File: src/rtl/serial_link_pkg.sv
// Shared types and the bring-up step table for the serial link sequencer.
package serial_link_pkg;

  typedef struct packed {
    logic [31:0] addr;
    logic        write;
    logic [31:0] wdata;
    logic [3:0]  wstrb;
    logic        valid;
  } cfg_req_t;

  typedef struct packed {
    logic [31:0] rdata;
    logic        error;
    logic        ready;
  } cfg_rsp_t;

  // Serial link config register offsets
  localparam logic [31:0] REG_CTRL         = 32'h0000_0000;
  localparam logic [31:0] REG_ISOLATED     = 32'h0000_0004;
  localparam logic [31:0] REG_ALLOC_TX_CFG = 32'h0000_0010;
  localparam logic [31:0] REG_ALLOC_RX_CFG = 32'h0000_0014;

  localparam logic [31:0] CTRL_RST_REL = 32'h0000_0300;
  localparam logic [31:0] CTRL_CLK_EN  = 32'h0000_0302;
  localparam logic [31:0] CTRL_ON      = 32'h0000_0303;
  localparam logic [31:0] CTRL_DEISO   = 32'h0000_0003;

  typedef enum logic [2:0] {
    STEP_RST_REL  = 3'd0,
    STEP_CLK_EN   = 3'd1,
    STEP_CTRL_ON  = 3'd2,
    STEP_ALLOC_TX = 3'd3,
    STEP_ALLOC_RX = 3'd4,
    STEP_SETTLE   = 3'd5,
    STEP_DEISO    = 3'd6,
    STEP_POLL     = 3'd7
  } step_e;

  typedef enum logic [1:0] {KIND_WRITE, KIND_SETTLE, KIND_READ} step_kind_e;

  typedef struct packed {
    logic [31:0] offset;
    logic [31:0] data;
    step_kind_e  kind;
  } step_t;

  function automatic step_t step_entry(input step_e s, input logic [31:0] alloc);
    step_t e;
    e.offset = REG_CTRL;
    e.data   = 32'h0;
    e.kind   = KIND_WRITE;
    case (s)
      STEP_RST_REL:  e.data = CTRL_RST_REL;
      STEP_CLK_EN:   e.data = CTRL_CLK_EN;
      STEP_CTRL_ON:  e.data = CTRL_ON;
      STEP_ALLOC_TX: begin e.offset = REG_ALLOC_TX_CFG; e.data = alloc; end
      STEP_ALLOC_RX: begin e.offset = REG_ALLOC_RX_CFG; e.data = alloc; end
      STEP_SETTLE:   e.kind = KIND_SETTLE;
      STEP_DEISO:    e.data = CTRL_DEISO;
      default:       begin e.offset = REG_ISOLATED; e.kind = KIND_READ; end
    endcase
    return e;
  endfunction

endpackage

File: src/rtl/serial_link_regbus_master.sv
// Single-outstanding regbus request holder: latches a request on i_start, holds it until ready.
module serial_link_regbus_master
  import serial_link_pkg::*;
(
  input  logic        clk_i,
  input  logic        rst_ni,
  input  logic        i_start,
  input  logic [31:0] i_addr,
  input  logic [31:0] i_wdata,
  input  logic        i_write,
  output cfg_req_t    o_req,
  input  cfg_rsp_t    i_rsp,
  output logic        o_ack,
  output logic [31:0] o_rdata,
  output logic        o_err
);

  logic        r_valid;
  logic [31:0] r_addr;
  logic [31:0] r_wdata;
  logic        r_write;

  always_ff @(posedge clk_i or negedge rst_ni) begin
    if (!rst_ni) begin
      r_valid <= 1'b0;
      r_addr  <= '0;
      r_wdata <= '0;
      r_write <= 1'b0;
    end else if (r_valid) begin
      if (i_rsp.ready) r_valid <= 1'b0;
    end else if (i_start) begin
      r_valid <= 1'b1;
      r_addr  <= i_addr;
      r_wdata <= i_wdata;
      r_write <= i_write;
    end
  end

  always_comb begin
    o_req.addr  = r_addr;
    o_req.write = r_write;
    o_req.wdata = r_wdata;
    o_req.wstrb = {4{r_write}};
    o_req.valid = r_valid;
  end

  assign o_ack   = r_valid & i_rsp.ready;
  assign o_rdata = i_rsp.rdata;
  assign o_err   = i_rsp.error;

endmodule

File: src/rtl/serial_link_bringup_seq.sv
// Bring-up sequencer: walks the enabled links in ascending order through the step table over regbus.
module serial_link_bringup_seq
  import serial_link_pkg::*;
#(
  parameter int unsigned NumLinks     = 1,
  parameter logic [31:0] LinkStride   = 32'h1000,
  parameter logic [31:0] BaseAddr     = 32'h0,
  parameter logic [31:0] AllocCfg     = 32'h3,
  parameter int unsigned SettleCycles = 50,
  parameter int unsigned PollTimeout  = 1024,
  parameter int unsigned MaxRetries   = 2
) (
  input  logic                clk_i,
  input  logic                rst_ni,
  input  logic                start_i,
  input  logic [NumLinks-1:0] link_en_i,
  output cfg_req_t            cfg_req_o,
  input  cfg_rsp_t            cfg_rsp_i,
  output logic                busy_o,
  output logic                done_o,
  output logic [NumLinks-1:0] link_ready_o,
  output logic [NumLinks-1:0] link_err_o
);

  localparam int LW = (NumLinks > 1) ? $clog2(NumLinks) : 1;
  localparam int SW = $clog2(SettleCycles + 1);
  localparam int PW = $clog2(PollTimeout + 1);
  localparam int RW = (MaxRetries > 0) ? $clog2(MaxRetries + 1) : 1;

  localparam logic [2:0] S_IDLE   = 3'd0;
  localparam logic [2:0] S_SEL    = 3'd1;
  localparam logic [2:0] S_WRITE  = 3'd2;
  localparam logic [2:0] S_SETTLE = 3'd3;
  localparam logic [2:0] S_POLL   = 3'd4;
  localparam logic [2:0] S_RETRY  = 3'd5;
  localparam logic [2:0] S_FIN    = 3'd6;

  logic [2:0]          r_state;
  step_e               r_step;
  logic [LW-1:0]       r_link;
  logic [NumLinks-1:0] r_mask;
  logic [SW-1:0]       r_settle;
  logic [PW-1:0]       r_poll;
  logic [RW-1:0]       r_retry;
  logic [NumLinks-1:0] r_ready;
  logic [NumLinks-1:0] r_err;

  step_t       w_step;
  logic [31:0] w_addr;
  logic        w_start, w_ack, w_err;
  logic [31:0] w_rdata;
  logic        w_sel_hit;
  logic [LW-1:0] w_sel_idx;
  logic [PW-1:0] w_poll_nxt;

  assign w_step     = step_entry(r_step, AllocCfg);
  assign w_addr     = BaseAddr + 32'(r_link) * LinkStride + w_step.offset;
  assign w_start    = (r_state == S_WRITE) || (r_state == S_POLL);
  assign w_poll_nxt = r_poll + PW'(1);

  // Descending scan so the lowest pending link wins
  always_comb begin
    w_sel_hit = 1'b0;
    w_sel_idx = '0;
    for (int i = NumLinks - 1; i >= 0; i--) begin
      if (r_mask[i]) begin
        w_sel_hit = 1'b1;
        w_sel_idx = LW'(i);
      end
    end
  end

  serial_link_regbus_master u_mst (
    .clk_i   (clk_i),
    .rst_ni  (rst_ni),
    .i_start (w_start),
    .i_addr  (w_addr),
    .i_wdata (w_step.data),
    .i_write (w_step.kind == KIND_WRITE),
    .o_req   (cfg_req_o),
    .i_rsp   (cfg_rsp_i),
    .o_ack   (w_ack),
    .o_rdata (w_rdata),
    .o_err   (w_err)
  );

  always_ff @(posedge clk_i or negedge rst_ni) begin
    if (!rst_ni) begin
      r_state  <= S_IDLE;
      r_step   <= STEP_RST_REL;
      r_link   <= '0;
      r_mask   <= '0;
      r_settle <= '0;
      r_poll   <= '0;
      r_retry  <= '0;
      r_ready  <= '0;
      r_err    <= '0;
    end else begin
      case (r_state)
        S_IDLE: if (start_i) begin
          r_mask  <= link_en_i;
          r_ready <= r_ready & ~link_en_i;
          r_err   <= r_err & ~link_en_i;
          r_state <= S_SEL;
        end
        S_SEL: if (w_sel_hit) begin
          r_link            <= w_sel_idx;
          r_mask[w_sel_idx] <= 1'b0;
          r_retry           <= '0;
          r_poll            <= '0;
          r_step            <= STEP_RST_REL;
          r_state           <= S_WRITE;
        end else begin
          r_state <= S_FIN;
        end
        S_WRITE: if (w_ack) begin
          if (w_err) r_state <= S_RETRY;
          else if (r_step == STEP_ALLOC_RX) begin
            r_step   <= STEP_SETTLE;
            r_settle <= '0;
            r_state  <= S_SETTLE;
          end else if (r_step == STEP_DEISO) begin
            r_step  <= STEP_POLL;
            r_state <= S_POLL;
          end else begin
            r_step <= step_e'(r_step + 3'd1);
          end
        end
        S_SETTLE: if (r_settle == SW'(SettleCycles - 1)) begin
          r_step  <= STEP_DEISO;
          r_state <= S_WRITE;
        end else begin
          r_settle <= r_settle + SW'(1);
        end
        S_POLL: if (w_ack) begin
          if (w_err) r_state <= S_RETRY;
          else if (w_rdata == '0) begin
            r_ready[r_link] <= 1'b1;
            r_state         <= S_SEL;
          end else begin
            r_poll <= w_poll_nxt;
            if (w_poll_nxt == PW'(PollTimeout)) r_state <= S_RETRY;
          end
        end
        S_RETRY: if (r_retry < RW'(MaxRetries)) begin
          r_retry <= r_retry + RW'(1);
          r_poll  <= '0;
          r_step  <= STEP_RST_REL;
          r_state <= S_WRITE;
        end else begin
          r_err[r_link] <= 1'b1;
          r_state       <= S_SEL;
        end
        S_FIN:   r_state <= S_IDLE;
        default: r_state <= S_IDLE;
      endcase
    end
  end

  assign busy_o       = (r_state != S_IDLE);
  assign done_o       = (r_state == S_FIN);
  assign link_ready_o = r_ready;
  assign link_err_o   = r_err;

endmodule
File: config.mk
export PLATFORM = sky130hd
export DESIGN_NAME = serial_link_bringup_seq
export DESIGN_NICKNAME = d
export VERILOG_FILES = /design/src/rtl/serial_link_pkg.sv /design/src/rtl/serial_link_regbus_master.sv /design/src/rtl/serial_link_bringup_seq.sv
export SDC_FILE = /design/constraint.sdc
export NUM_CORES = 1
export LEC_CHECK = 0
export ABC_AREA = 1
export CAP_MARGIN = 20
export CORE_MARGIN = 5
export CORE_UTILIZATION = 47
export CTS_CLUSTER_SIZE = 28
export DETAILED_ROUTE_END_ITERATION = 16
export GPL_TIMING_DRIVEN = 0
export PLACE_DENSITY_LB_ADDON = 0.12
export SKIP_CTS_REPAIR_TIMING = 1
export SYNTH_ARGS = -nofsm -noshare
export SYNTH_HDL_FRONTEND = slang
export SYNTH_SLANG_ARGS = --single-unit
export TNS_END_PERCENT = 100
File: constraint.sdc
create_clock -name clk_i -period 3.9 [get_ports clk_i]
set_input_delay 0.78 -clock clk_i [delete_from_list [all_inputs] [get_ports clk_i]]
set_output_delay 0.78 -clock clk_i [all_outputs]
set_load 0.02 [all_outputs]
==> Word level (Yosys, flattened, before mapping) <==
Cells that the tools add are included.
{ "totals": {"reg_bits": 94, "inputBits": 38, "out_inout_bits": 74, "elab_cells": 129} }
{ "classes": {"add_sub_neg": 4, "order_cmp": 1, "n_eq_ne": 29, "muxes": 53, "n_bitwise": 5, "reduce_logical": 25} }
{ "op_table": {"columns": ["cell", "count"], "rows": [
  ["$mux W11", 5],
  ["$mux W3", 18],
  ["$pmux W10 S4", 1],
  ["$pmux W11 S3", 1],
  ["$logic_not A32 Y1", 1],
  ["$mux W6", 4],
  ["$eq A3 B3 Y1 const B", 6],
  ["$ne A2 B2 Y1 const B", 9],
  ["$pmux W3 S6", 1],
  ["$reduce_and A6 Y1", 3],
  ["$pmux W5 S3", 1],
  ["$eq A3 B2 Y1 const B", 4],
  ["$mux W1", 12],
  ["$pmux W3 S4", 1],
  ["$pmux W6 S2", 1],
  ["$add A11 B1 Y11 const B", 1],
  ["$eq A11 B11 Y1 const B", 1],
  ["$reduce_and A5 Y1", 2],
  ["$reduce_bool A2 Y1", 5],
  ["$reduce_and A3 Y1", 3],
  ["$ne A2 B1 Y1 const B", 4],
  ["$ne A4 B2 Y1 const B", 2],
  ["$pmux W2 S2", 2],
  ["$add A6 B1 Y6 const B", 1],
  ["18 further kinds", 28]
]} }

==> Logic depth before layout (Yosys ltp) <==
Gate-level depths: netlist of the first run.
{ "depth": {"ltp_word": 7, "mapped_depth": 13, "depth_no_buf": 13} }

==> Cells and area by module <==
A second synthesis of the first run with hierarchy kept.
{ "unflattened": {"hier_cells": 626, "hier_area_um2": 4969.8} }
{ "by_module_without_submodules": {"columns": ["mod", "instances", "cells_per_inst", "area_each_um2", "seq_area_each_um2"], "rows": [
  ["serial_link_regbus_master", 1, 326, 2911.5, 1651.6],
  ["serial_link_bringup_seq", 1, 300, 2058.2, 700.7]
]} }

==> Worst setup path after synthesis of the first run <==
Ideal clock, no wire load.
{ "synth_path": {"path_type": "in2reg", "startpoint": "input cfg_rsp_i[33] (netlist bit)", "endpoint": "register r_poll[6]", "t_arrival_ps": 1681, "required_time_ps": 3779, "slack_ps": 2098, "cell_stages": 9, "n_path_buf": 1, "cell_sequence": "nor2_1 -> nand2_1 -> nor2_1 -> nand2_1 -> o21ai_1 -> nand2_1 -> nand2_1 -> buf_2 -> o21ai_1"} }
{ "synth_via": {"elab_chain_len": 3} }
{ "synth_rtl": {"columns": ["element", "line_no", "rtl"], "rows": [
  ["start, declared", "serial_link_bringup_seq.sv:18", "input cfg_rsp_t cfg_rsp_i,"],
  ["$logic_not A32 Y1", "serial_link_bringup_seq.sv:137", "else if (w_rdata == '0) begin"],
  ["$ne A2 B2 Y1 (no line)", null, null],
  ["$reduce_and A6 Y1 (no line)", null, null],
  ["end signal, assigned", "serial_link_bringup_seq.sv:141", "r_poll <= w_poll_nxt;"],
  ["end, declared", "serial_link_bringup_seq.sv:43", "logic [PW-1:0] r_poll;"]
]} }
No other way between the ends.
A chain may end at the register's enable or synchronous reset.

==> Worst setup path after layout of the first run <==
{ "layout_path": {"startpoint": "register r_state[0]", "endpoint": "output busy_o"} }
{ "layout_via": {"elab_chain_len": 1} }
{ "layout_rtl": {"columns": ["element", "line_no", "rtl"], "rows": [
  ["start, declared", "serial_link_bringup_seq.sv:38", "logic [2:0] r_state;"],
  ["start signal, assigned", "serial_link_bringup_seq.sv:89", "r_state <= S_IDLE;"],
  ["start signal, assigned", "serial_link_bringup_seq.sv:104", "r_state <= S_SEL;"],
  ["start signal, assigned", "serial_link_bringup_seq.sv:112", "r_state <= S_WRITE;"],
  ["$reduce_bool A3 Y1", "serial_link_bringup_seq.sv:160", "assign busy_o = (r_state != S_IDLE);"],
  ["end, declared", "serial_link_bringup_seq.sv:19", "output logic busy_o,"]
]} }
No other way between the ends.

==> results_dict.tcl, run 1 <==
set metrics [dict create \
    status "complete, no violations" \
    syn_area_sq_um 2780 \
    yosysSeqAreaShare 0.315 \
    routed_wl_mm 6.06 \
    p_seq_frac 0.268 \
    fin_skew_ns 0.00895 \
    top_usage_layer "met2" \
    post-route-period-util 0.658 \
    coreArea_sq_um 5820 \
    yosysUniqueCellTypes 37 \
    grtUsageMet2 0.295 \
    path_max_fanout 5 \
    drv_cap 0 \
    power.internal_mw 1.20 \
    p_comb_frac 0.543 \
    grt_pass1_vias 2341 \
    hold_path_class "flop to flop" \
    antenna_found_initial 0 \
    rows 28 \
    synth.area.top_cells "dfrtp_1 32%, buf_4 18%, nand2_1 13%, nor2_1 5.3%, inv_1 4.6%" \
    final_cells 582 \
    setup_viol 0 \
    diodes 0 \
    tritoncts "yes" \
    gp_congestion 0.869 \
    netlist_instances 389 \
    p_per_area_nw_per_um2 564 \
    fp.dieW_um 86.9 \
    whs_ns 0.485 \
    wire_per_inst_um 10.4 \
    yosysWarnings 0 \
    power.switching_mw 0.915 \
    synthTopCellsByCount "98 x nand2_1, 67 x buf_4, 39 x nor2_1" \
    numCtsBuffers 5 \
    drt_iter0_drc 87 \
    ant_nets 0 \
    clk_pin_slew_ns 0.08 \
    grt_start_max_net_pins 36 \
    synth_area_leader_cell "dfrtp_1" \
    grt_use_total 0.163 \
    fp.dieH_um 86.9 \
    ir_drop_mv 0.356 \
    clock.fmax_mhz 390 \
    worstPathRequired_ns 3.12 \
    finalHoldViolCount 0 \
    grt_pass1_wl_mm 9.90 \
    place_inst 574 \
    utilization 0.644 \
    clk_latency_ns 0.30 \
    synth_top_area_share 0.315 \
    dp_hpwl_mm 4.97 \
    grt_overflow 0 \
    dieArea_sq_um 7540 \
    cts.sinks 35 \
    drc 0 \
    async_reset_ff_frac 1.00 \
    p_leak_nw 1.88 \
    worst_ep_arrival_time_ns 1.79 \
    worst-r2r-setup-slack_ns 2.13 \
    setup_tns_ns 0 \
    synth-seq-cells 35 \
    yosysMostFrequentCell "nand2_1" \
    clockRootBuffer "clkbuf_8" \
    num_vias 2509 \
    start_kind "flop" \
    finalMaxSlewViolations 0 \
    swShare 0.433 \
    clockBufferDepth 2 \
    worst_slew_pin_slew_ns 0.805 \
    critPathKind "flop to output port" \
    io_buffers 53 \
    initial_core_util 0.477 \
    clkPwrFrac 0.189 \
    rsz0062_at_grt "no" \
    max_slew_margin 0.463 \
    cp-end-kind "output port" \
    avgSynthCellArea_sq_um 7.14 \
    syn2layout_area_growth_pct 34.9 \
    io_pins 112 \
    fill_cells 537 \
    firstDrtPassIters 4 \
    gr-usage-met3 0.0407 \
    grtUsageMet1 0.185 \
    drive_above_1_share 0.203 \
    synth_edf_count 0 \
    nets 552 \
    htreeDepth 2 \
    fin_crit_ns 2.57 \
    avgViaCountPerCell 4.31 \
    synth-main-ff-cell "dfrtp_1" \
]
[worst max-delay path: stages (launching register included)]
cell and delay (ns):
dfrtp_1 0.45, nor2_1 0.17, inv_2 0.08, nor2_1 0.13, inv_1 0.10, clkdlybuf4s50_1 0.56
[cells by family (layout without fill, tap and decap cells)]
| family | Yosys count | count (layout) | share of synthesized area |
|---|---|---|---|
| flops | 35 | 35 | 0.315 |
| other cells | 1 | 58 | 0.00135 |
| fa+ha+maj | 8 | 8 | 0.0361 |
| buf+inv | 108 | 169 | 0.237 |
| xor+xnor | 4 | 4 | 0.0126 |
| compound gates | 46 | 46 | 0.0960 |
| simple gates | 186 | 186 | 0.298 |
| mux | 1 | 1 | 0.00361 |
[final timing paths]
path	depth (start not counted)	startpoint	end
min	2	u_mst.r_wdata[0]	u_mst.r_wdata[0]
min in group asynchronous	1	rst_ni	r_settle[3]
max in group asynchronous	1	rst_ni	r_mask
min reg2reg	2	u_mst.r_wdata[0]	u_mst.r_wdata[0]
max reg2reg	10	r_step[0]	r_settle[4]
max	5	r_state[0]	busy_o
[sequential cells by signal (all words and copies together), names as in the netlist]
register,count
r_poll,11
r_mask,1
link_ready_o,1
r_state,3
u_mst.r_write,1
link_err_o,1
u_mst.r_wdata,3
r_settle,6
u_mst.r_valid,1
u_mst.r_addr,2
r_step,3
r_retry,2
[area by class of cell]
| class | count | area, sq um | share of cell area |
|---|---|---|---|
| Buffer | 69 | 512 | 0.137 |
| Multi-Input combinational cell | 303 | 1460 | 0.389 |
| Sequential cell | 35 | 876 | 0.234 |
| Inverter | 39 | 146 | 0.0391 |
| Tap cell | 75 | 93.8 | 0.0251 |
| Clock inverter | 3 | 67.6 | 0.0180 |
| Timing Repair Buffer | 53 | 526 | 0.140 |
| Clock buffer | 5 | 68.8 | 0.0184 |
[routing by layer]
layer | wire (um) | share of wire
met5 | 0 | 0
met4 | 80 | 0.013
met3 | 339 | 0.056
met2 | 3180 | 0.53
met1 | 2450 | 0.41
[power groups by stage]
| stage | registers [mW] | logic, mW | clock network [mW] |
|---|---|---|---|
| final | 0.566 | 1.15 | 0.400 |
| after global routing | 0.580 | 1.28 | 0.424 |
| after CTS | 0.566 | 1.15 | 0.412 |
| after detailed placement | 0.574 | 1.15 | 0 |
| after global placement | 0.565 | 1.13 | 0 |
| after floorplan | 0.589 | 0.783 | 0 |
[stage by stage]
step | area, sq um | power (mW) | worst slack, ns
after floorplan | 2990 | 1.37 | 2.10
after global placement | 3610 | 1.70 | 1.22
after detailed placement | 3610 | 1.72 | 1.40
after CTS | 3750 | 2.13 | 1.33
after global routing | 3750 | 2.28 | 1.24
final | 3750 | 2.11 | 1.33
[placed cells by master (no fill, tap or decap), types with 2 or more instances in the layout]
cell type,count
buf_4,67
buf_2,2
inv_2,5
a31oi_1,2
bufinv_16,2
o21ai_0,13
nand2_1,98
o211ai_1,2
xor2_1,3
nand3b_1,2
clkdlybuf4s50_1,52
inv_1,34
o31ai_1,2
clkbuf_8,5
nand3_2,2
ha_1,8
nor2_4,2
nor2_2,5
conb_1,58
dfrtp_1,35
nand3_1,25
nand2_2,8
o22ai_1,3
nor2_1,39
a21oi_1,4
o21ai_1,14
Note: power is estimated with default switching activity, not from simulation.
==> run 2, diff against run 1 <==
CORE_UTILIZATION = 40   (was 47)
clock period = 2.13 ns   (was 3.9 ns; I/O delays follow)
==> run 2 against run 1 <==
  * Combinational power increased by 83%
  * Setup slack lost 1.2 ns
  * Wire length decreased by 0.20%
  * Critical path type unchanged
==> results_dict.tcl, run 2 (synthesis gave the netlist of run 1 again) <==
set metrics [dict create \
    status "complete, no violations" \
    grt_overflow 0 \
    grt_pass1_vias 2351 \
    fp.dieH_um 93.3 \
    grt_start_max_net_pins 36 \
    gr-usage-met3 0.0418 \
    cts.sinks 35 \
    avgViaCountPerCell 4.32 \
    num_vias 2534 \
    r2r_start "r_settle[1]" \
    grt_use_total 0.147 \
    endpoint "done_o" \
    largest-register "r_poll" \
    worst_slew_pin_slew_ns 0.785 \
    power.internal_mw 1.96 \
    whs_ns 0.218 \
    critical_path_depth 4 \
    ir_drop_mv 0.433 \
    top_regs "r_poll (11), r_settle (6)" \
    post-route-period-util 0.943 \
    grtUsageMet1 0.186 \
    rows 30 \
    ant_nets 0 \
    rsz0062_at_grt "no" \
    diodes 0 \
    finalMaxSlewViolations 0 \
    drt_iter0_drc 73 \
    top_usage_layer "met2" \
    dp_hpwl_mm 4.95 \
    fin_crit_ns 2.01 \
    start_kind "flop" \
    dieArea_sq_um 8710 \
    path_max_fanout 8 \
    worstPathRequired_ns 1.70 \
    post-place-ws_ns -0.0234 \
    grt_pass1_wl_mm 10.5 \
    drc 0 \
    p_comb_frac 0.583 \
    io_pins 112 \
    clockBufferDepth 2 \
    htreeDepth 2 \
    nets 552 \
    drv_cap 0 \
    p_per_area_nw_per_um2 975 \
    fin_ws_ns 0.121 \
    worst-r2r-setup-slack_ns 0.35 \
    largest_reg_flops 11 \
    syn2layout_area_growth_pct 33.3 \
    p_leak_nw 1.87 \
    clkPwrFrac 0.131 \
    path_buf_inv 2 \
    max_slew_margin 0.476 \
    antenna_found_initial 0 \
    slowest_stage "clkdlybuf4s50_1" \
    swShare 0.458 \
    finalHoldViolCount 0 \
    routed_wl_mm 6.04 \
    io_buffers 53 \
    crit_family "buffers and inverters" \
    wire_per_inst_um 10.3 \
    fill_cells 669 \
    numCtsBuffers 5 \
    r2r_end "r_step[0]" \
    grtUsageMet2 0.231 \
    placed_area_sq_um 3620 \
    setup_tns_ns 0 \
    finalInstanceArea_sq_um 3700 \
    gp_congestion 0.839 \
    final_common_cell "nand2_1" \
    fp.dieW_um 93.3 \
    critPathKind "flop to output port" \
    fin_skew_ns 0.00637 \
    clk_latency_ns 0.29 \
    utilization 0.548 \
    coreArea_sq_um 6760 \
    initial_core_util 0.411 \
    setup_viol 0 \
    power.switching_mw 1.65 \
    startpoint "r_state[2]" \
    clk_pin_slew_ns 0.07 \
    worst_ep_arrival_time_ns 1.58 \
    hold_path_class "input port to asynchronous set/reset pin" \
    cpPeakStageDelay_ns 0.62 \
    rr_worst_depth 8 \
    most-common-layout-cells "98 x nand2_1, 67 x buf_4, 58 x conb_1" \
    firstDrtPassIters 4 \
    clock.fmax_mhz 498 \
    crit_chain "buf_4 > nand2_1 > nor2_1 > clkdlybuf4s50_1" \
    clockRootBuffer "clkbuf_8" \
    p_seq_frac 0.286 \
    cp-end-kind "output port" \
    tritoncts "yes" \
    drive_above_1_share 0.199 \
]
run 2: layer usage:
metal  up-vias  share of wire
li1       1350              -
met1      1093           0.44
met2        86           0.46
met3         5          0.084
met4         0          0.018
met5         -              0
run 2: worst min-delay path by stage:
| stage | end | slack (ns) | depth (start not counted) |
|---|---|---|---|
| global placement | u_mst.r_wdata[0] | 0.47 | 2 |
| finish | r_retry[1] | 0.22 | 1 |
| global route | r_state[0] | 0.29 | 1 |
| CTS | r_settle[3] | 0.24 | 1 |
| detailed placement | u_mst.r_wdata[0] | 0.47 | 2 |
| floorplan | link_err_o | 0.13 | 0 |
run 2: cell type report:
cell class	count	area, sq um	area share
clock buffers	7	76.3	0.0206
multi-input cells	303	1460	0.394
repair buffers	53	528	0.143
well taps	80	100	0.0271
flip-flops and latches	35	876	0.237
inverters	39	146	0.0396
clock inverters	1	5.00	0.00135
plain buffers	69	512	0.138
run 2: power groups by stage:
stage	Clock (mW)	Sequential [mW]	Combinational [mW]
after floorplan	0	1.08	1.43
after global placement	0	1.04	2.10
after detailed placement	0	1.04	2.13
after CTS	0.497	1.03	2.13
after global routing	0.515	1.07	2.37
final	0.472	1.03	2.10
run 2: stage by stage:
| stage | instances | total power, mW |
|---|---|---|
| floorplan | 446 | 2.51 |
| global placement | 579 | 3.14 |
| detailed placement | 579 | 3.17 |
| CTS | 587 | 3.66 |
| global route | 587 | 3.95 |
| finish | 587 | 3.61 |
